<file path="src/rtl/mvm_pkg.sv">
// Shared definitions for the matrix-vector multiplier datapath.
package mvm_pkg;

  localparam int unsigned K_DEF = 8;
  localparam int unsigned B_DEF = 20;

  typedef logic signed [2*B_DEF-1:0] result_t;

endpackage

</file>
<file path="src/rtl/mvm_out_fifo.sv">
// Circular word store with read/write pointers and occupancy count.
module mvm_out_fifo #(
  parameter int unsigned EW    = 41,
  parameter int unsigned DEPTH = 16
) (
  input  logic                         clk,
  input  logic                         reset,
  input  logic                         clr_i,
  input  logic                         wr_en_i,
  input  logic [EW-1:0]                wr_data_i,
  input  logic                         rd_en_i,
  output logic [EW-1:0]                rd_data_o,
  output logic [$clog2(DEPTH+1)-1:0]   count_o,
  output logic [$clog2(DEPTH+1)-1:0]   count_nxt_c_o
);

  localparam int unsigned AW = $clog2(DEPTH);
  localparam int unsigned CW = $clog2(DEPTH+1);

  logic [EW-1:0] mem_q [DEPTH];
  logic [AW-1:0] wr_ptr_q, wr_ptr_d;
  logic [AW-1:0] rd_ptr_q, rd_ptr_d;
  logic [CW-1:0] count_q, count_d;
  logic          do_wr, do_rd;

  assign do_wr = wr_en_i && (count_q != CW'(DEPTH));
  assign do_rd = rd_en_i && (count_q != '0);

  // Pointers wrap naturally because DEPTH is a power of two.
  always_comb begin
    wr_ptr_d = wr_ptr_q;
    rd_ptr_d = rd_ptr_q;
    count_d  = count_q;
    if (clr_i) begin
      wr_ptr_d = '0;
      rd_ptr_d = '0;
      count_d  = '0;
    end else begin
      if (do_wr) wr_ptr_d = wr_ptr_q + AW'(1);
      if (do_rd) rd_ptr_d = rd_ptr_q + AW'(1);
      if (do_wr && !do_rd)      count_d = count_q + CW'(1);
      else if (!do_wr && do_rd) count_d = count_q - CW'(1);
    end
  end

  always_ff @(posedge clk or negedge reset) begin
    if (!reset) begin
      wr_ptr_q <= '0;
      rd_ptr_q <= '0;
      count_q  <= '0;
    end else begin
      wr_ptr_q <= wr_ptr_d;
      rd_ptr_q <= rd_ptr_d;
      count_q  <= count_d;
    end
  end

  // Storage is deliberately left out of reset.
  always_ff @(posedge clk) begin
    if (do_wr && !clr_i) mem_q[wr_ptr_q] <= wr_data_i;
  end

  assign rd_data_o     = mem_q[rd_ptr_q];
  assign count_o       = count_q;
  assign count_nxt_c_o = count_d;

endmodule

</file>
<file path="src/rtl/mvm_out_buf.sv">
// Output buffer for MVM result words: tags vector ends, tracks space and overflow.
// Optional macro MVM_OUT_BUF_RELU_EN clamps negative words to zero on out_data.
module mvm_out_buf
  import mvm_pkg::*;
#(
  parameter int unsigned K     = K_DEF,
  parameter int unsigned B     = B_DEF,
  parameter int unsigned DEPTH = 16
) (
  input  logic                       clk,
  input  logic                       reset,
  input  logic                       clr,
  input  logic                       in_valid,
  input  logic [2*B-1:0]             in_data,
  output logic                       out_valid,
  input  logic                       out_ready,
  output logic [2*B-1:0]             out_data,
  output logic                       out_last,
  output logic [$clog2(DEPTH+1)-1:0] count,
  output logic                       can_start,
  output logic                       overflow
);

  localparam int unsigned W  = 2*B;
  localparam int unsigned CW = $clog2(DEPTH+1);
  localparam int unsigned IW = (K > 1) ? $clog2(K) : 1;

  logic [IW-1:0] idx_q, idx_d;
  logic          ovf_q, ovf_d;
  logic          valid_q;
  logic          can_start_q;
  logic          full_c, last_c, drop_c;
  logic          wr_en, rd_en;
  logic [CW-1:0] count_nxt;
  logic [W-1:0]  head_data;

  assign full_c = (count == CW'(DEPTH));
  assign last_c = (idx_q == IW'(K-1));
  assign drop_c = in_valid && full_c;
  assign wr_en  = in_valid && !full_c;
  assign rd_en  = valid_q && out_ready;

  mvm_out_fifo #(
    .EW    (W+1),
    .DEPTH (DEPTH)
  ) u_fifo (
    .clk           (clk),
    .reset         (reset),
    .clr_i         (clr),
    .wr_en_i       (wr_en),
    .wr_data_i     ({last_c, in_data}),
    .rd_en_i       (rd_en),
    .rd_data_o     ({out_last, head_data}),
    .count_o       (count),
    .count_nxt_c_o (count_nxt)
  );

  // Index advances on every input word, dropped or not.
  always_comb begin
    idx_d = idx_q;
    ovf_d = ovf_q;
    if (clr) begin
      idx_d = '0;
      ovf_d = 1'b0;
    end else begin
      if (in_valid) idx_d = last_c ? '0 : idx_q + IW'(1);
      if (drop_c)   ovf_d = 1'b1;
    end
  end

  always_ff @(posedge clk or negedge reset) begin
    if (!reset) begin
      idx_q       <= '0;
      ovf_q       <= 1'b0;
      valid_q     <= 1'b0;
      can_start_q <= 1'b1;
    end else begin
      idx_q       <= idx_d;
      ovf_q       <= ovf_d;
      valid_q     <= (count_nxt != '0);
      can_start_q <= ((CW'(DEPTH) - count_nxt) >= CW'(K));
    end
  end

`ifdef MVM_OUT_BUF_RELU_EN
  assign out_data = head_data[W-1] ? '0 : head_data;
`else
  assign out_data = head_data;
`endif

  assign out_valid = valid_q;
  assign can_start = can_start_q;
  assign overflow  = ovf_q;

endmodule
</file>
<file path="config.mk">
export PLATFORM = sky130hd
export DESIGN_NAME = mvm_out_buf
export DESIGN_NICKNAME = d
export VERILOG_FILES = /design/src/rtl/mvm_pkg.sv /design/src/rtl/mvm_out_fifo.sv /design/src/rtl/mvm_out_buf.sv
export SDC_FILE = /design/constraint.sdc
export NUM_CORES = 1
export LEC_CHECK = 0
export BUFFER_PORTS_ARGS = -buffer_cell sky130_fd_sc_hd__buf_2
export CELL_PAD_IN_SITES_DETAIL_PLACEMENT = 2
export CELL_PAD_IN_SITES_GLOBAL_PLACEMENT = 2
export CORE_UTILIZATION = 54
export DETAILED_ROUTE_END_ITERATION = 8
export PLACE_DENSITY = 0.81
export SLEW_MARGIN = 20
export SYNTH_ARGS = -nofsm -noshare
export SYNTH_HDL_FRONTEND = slang
export SYNTH_SLANG_ARGS = --single-unit
</file>
<file path="constraint.sdc">
create_clock -name clk -period 7.7 [get_ports clk]
set_input_delay 1.925 -clock clk [delete_from_list [all_inputs] [get_ports clk]]
set_output_delay 1.925 -clock clk [all_outputs]
set_load 0.02 [all_outputs]
</file>
==> flow_summary.json, run 1 <==
{
  "status": "did not finish",
  "lastStage": "detailed placement (3_5_place_dp)",
  "tool.error": "[ERROR DPL-0033] detailed placement checks failed during check placement.",
  "io_pins": 94,
  "avgSynthCellArea_um2": 24.6,
  "synth_nets": 1104,
  "start_util": 0.551,
  "ys_dominant_reg_cell": "edfxtp_1",
  "hpwl_mm": 48.5,
  "num_rows": 79,
  "syn_inst": 1048,
  "globalplace.congestion": 0.718,
  "synth_seq_cells": 675,
  "die_w_um": 220,
  "synth.distinct_cells": 34,
  "yosysSeqAreaShare": 0.783,
  "yosys_warnings": 0,
  "die_y_um": 220,
  "port_buffers": 93,
  "syn_area_um2": 25800,
  "synth_edf_count": 656,
  "ys_async_sr_fraction": 0.0281
}
==> Yosys cell counts (2+ instances only) <==
cell	instances	area, um2
mux2i_1	3	30.0
a32oi_1	2	17.5
nor2_1	35	131
nand2_1	13	48.8
buf_2	16	80.1
and3_1	2	12.5
inv_1	9	33.8
xor2_1	4	35.0
xnor2_1	6	52.6
dfrtp_1	18	450
clkbuf_1	28	105
nand4_1	2	12.5
nor3_1	8	40.0
edfxtp_1	656	19700
ha_1	11	138
buf_1	6	22.5
nand3b_1	2	15.0
mux4_2	205	4620
nand2b_1	2	12.5
a21oi_1	6	30.0
==> kinds of logic after synthesis <==
group                      synth area share
AOI/OAI and AO/OA                   0.00461
xor gates and xnor gates            0.00340
adders and majority gates           0.00534
buffers and inverters               0.00967
DFF                                   0.783
muxes                                 0.180
and+or+nand+nor                      0.0134
==> stage by stage <==
step / std cells / setup slack, ns
global placement: 1721 / 2.68
floorplan: 1048 / 1.48
==> run 2, diff against run 1 <==
--- a/config.mk
+++ b/config.mk
@@ -6,11 +6,9 @@
 export NUM_CORES = 1
 export LEC_CHECK = 0
 export BUFFER_PORTS_ARGS = -buffer_cell sky130_fd_sc_hd__buf_2
-export CELL_PAD_IN_SITES_DETAIL_PLACEMENT = 2
-export CELL_PAD_IN_SITES_GLOBAL_PLACEMENT = 2
-export CORE_UTILIZATION = 54
+export CORE_UTILIZATION = 40
 export DETAILED_ROUTE_END_ITERATION = 8
-export PLACE_DENSITY = 0.81
+export PLACE_DENSITY_LB_ADDON = 0.15
 export SLEW_MARGIN = 20
 export SYNTH_ARGS = -nofsm -noshare
 export SYNTH_HDL_FRONTEND = slang
==> flow_summary.json, run 2 <==
{
  "r2r-start": "u_fifo.count_o[1]",
  "final_common_cell": "edfxtp_1",
  "htreeDepth": 3,
  "wl_per_cell_um": 26.3,
  "path_buf_inv": 2,
  "avgSynthCellArea_um2": 24.6,
  "dp_slack_ns": 2.72,
  "vias": 11311,
  "hpwl_mm": 29.6,
  "worst_setup_path_end_kind": "output port",
  "layout.nets": 1252,
  "start_kind": "flip-flop",
  "r2r-end": "u_fifo.mem_q[12][21]",
  "clock_skew_ns": 0.0163,
  "ctsRootBufferMaster": "clkbuf_16",
  "cts_resized": 0,
  "clockBufferDepth": 3,
  "setup_viol": 0,
  "crit_arrival_ns": 3.54,
  "cellLeakagePower_nw": 9.17,
  "grt.overflow.total": 0,
  "cts_tree": "yes",
  "path_clk_slew_ns": 0.06,
  "period_minus_slack_ns": 5.46,
  "synth_edf_count": 656,
  "min_to": "overflow",
  "routed_wirelength_mm": 55.1,
  "ys_top_cells_by_area": "edfxtp_1 (76%), mux4_2 (18%), dfrtp_1 (1.7%)",
  "grt_use_total": 0.173,
  "relSlewSlack": 0.259,
  "ys_dominant_reg_cell": "edfxtp_1",
  "timing.final.ws_setup_ns": 2.24,
  "io_pins": 94,
  "cts_buffers": 72,
  "worst_pin_slew_ns": 1.11,
  "die_y_um": 256,
  "clock.fmax_mhz": 183,
  "power.total_mw": 7.91,
  "yosys.area_share.simple": 0.0134,
  "crit_chain": "buf_4 -> mux4_2 -> mux4_2 -> buf_2",
  "hold_viol": 0,
  "synth_xor_area_frac": 0.00340,
  "syn_area_um2": 25800,
  "area_growth_pct": 15.5,
  "max-cap-violations": 0,
  "hold_path_depth": 2,
  "critPathMostFrequentCell": "mux4_2",
  "ir_worst_vdd_v": 0.000192,
  "grt_pass1_vias": 12287,
  "ys_async_sr_fraction": 0.0281,
  "path_max_fanout": 38,
  "yosysTopAreaCell": "edfxtp_1",
  "yosys-top-cells-count": "edfxtp_1 (656), mux4_2 (205), nor2_1 (35)",
  "die_w_um": 256,
  "yosys-mux-area-fraction": 0.180,
  "n_antenna_cell": 0,
  "synth_top_cell_area_share": 0.765,
  "synth_nets": 1104,
  "critical_path_class": "flip-flop to output port",
  "largest_register": "u_fifo.mem_q",
  "drc": 0,
  "hold_buffers": 0,
  "drtPass1Iterations": 5,
  "r2r_cells": 8,
  "port_buffers": 93,
  "core_area_um2": 63300,
  "largest_reg_flops": 656,
  "via_per_inst": 5.40,
  "clock_latency_ns": 0.61,
  "synth_compound_area_frac": 0.00461,
  "globalplace.congestion": 0.697,
  "layout-drive-gt1-share": 0.361,
  "final_antenna_net_count": 0,
  "grt_max_degree": 82,
  "yosys_warnings": 0,
  "required_ns": 5.78,
  "synthAdderAreaFrac": 0.00534,
  "hold_slack_ns": 0.504,
  "drt_iter0_drc": 852,
  "layout_common_cells": "edfxtp_1 (656), mux4_2 (205), buf_2 (93)",
  "antenna_found_initial": 6,
  "reg2reg_slack_ns": 4.10,
  "synth.distinct_cells": 34,
  "cpPeakStageDelay_ns": 0.92,
  "start_util": 0.407,
  "yosysSeqAreaShare": 0.783,
  "setup-tns-final_ns": 0,
  "critPathTopFamily": "multiplexers",
  "critical_path.slowest_cell": "dfrtp_4",
  "post_cts_buffers": 0,
  "hold_start": "overflow",
  "synth_top_family_by_area": "multiplexers",
  "min-delay-path-class": "flip-flop to flip-flop",
  "drv_slew": 0,
  "die_area_um2": 65400,
  "grt_pass1_wl_mm": 82.5,
  "syn_inst": 1048,
  "synth_seq_cells": 675,
  "cts_num_sinks": 675,
  "fin_crit_sh": 0.709,
  "power_density_nw_per_um2": 266,
  "synthMostInstantiatedCell": "edfxtp_1",
  "status": "finished, final reports clean",
  "rsz0062_at_grt": "no",
  "num_rows": 92
}
==> run 2: cell counts after synthesis <==
Identical to the previous run, type by type.
==> run 2: area by class of cell <==
| class | count | area (um2) |
|---|---|---|
| fillers | 5244 | 33500 |
| flip-flops and latches | 675 | 20200 |
| multi-input cells | 313 | 5450 |
| clock buffers | 94 | 1930 |
| well taps | 846 | 1060 |
| repair buffers | 125 | 823 |
| clock inverters | 33 | 287 |
| inverters | 9 | 33.8 |
==> run 2: stage by stage <==
step	utilization	cells	cell area (um2)
detailed placement	0.435	1968	27500
global placement	0.433	1963	27400
floorplan	-	1048	25800
global route	0.470	2095	29800
finish	0.470	2095	29800
CTS	0.470	2095	29800
==> run 2: power by group <==
part | total (mW) | internal [mW] | switching, mW
sequential | 4.10 | 4.07 | 0.0363
combinational | 0.548 | 0.257 | 0.291
clock | 3.26 | 1.87 | 1.38
==> run 2: worst max path at each step <==
| stage | start | to | depth (start not counted) |
|---|---|---|---|
| after CTS | u_fifo.rd_ptr_q[0] | out_data[38] | 4 |
| final | u_fifo.rd_ptr_q[0] | out_data[38] | 4 |
| after floorplan | in_valid | u_fifo.mem_q[2][0] | 5 |
| after global routing | u_fifo.rd_ptr_q[0] | out_data[38] | 4 |
| after detailed placement | u_fifo.rd_ptr_q[0] | out_data[38] | 4 |
| after global placement | u_fifo.rd_ptr_q[0] | out_data[38] | 4 |
==> run 2: worst reg2reg max path, stage by stage (launching register included) <==
cell,delay [ns]
dfrtp_1,0.52
inv_1,0.12
ha_1,0.26
nand2_1,0.09
nor3_1,0.05
nor2_1,0.26
nand2_1,0.45
nor2_4,1.01
buf_4,0.49
==> run 2: kinds of logic after synthesis <==
logic type,after synthesis
flops,675
mux,208
simple gates,69
buf+inv,60
compound gates,15
fa+ha+maj,11
xor+xnor,10
==> run 2: layer usage <==
metal | GRT usage | up-vias | wire [um]
met5 | 0 | - | 24
met4 | 0.0413 | 4 | 1010
met3 | 0.0335 | 81 | 2010
met2 | 0.289 | 222 | 28000
met1 | 0.234 | 6198 | 24100
li1 | - | 4806 | -
Power figures use the tool's default switching activity.
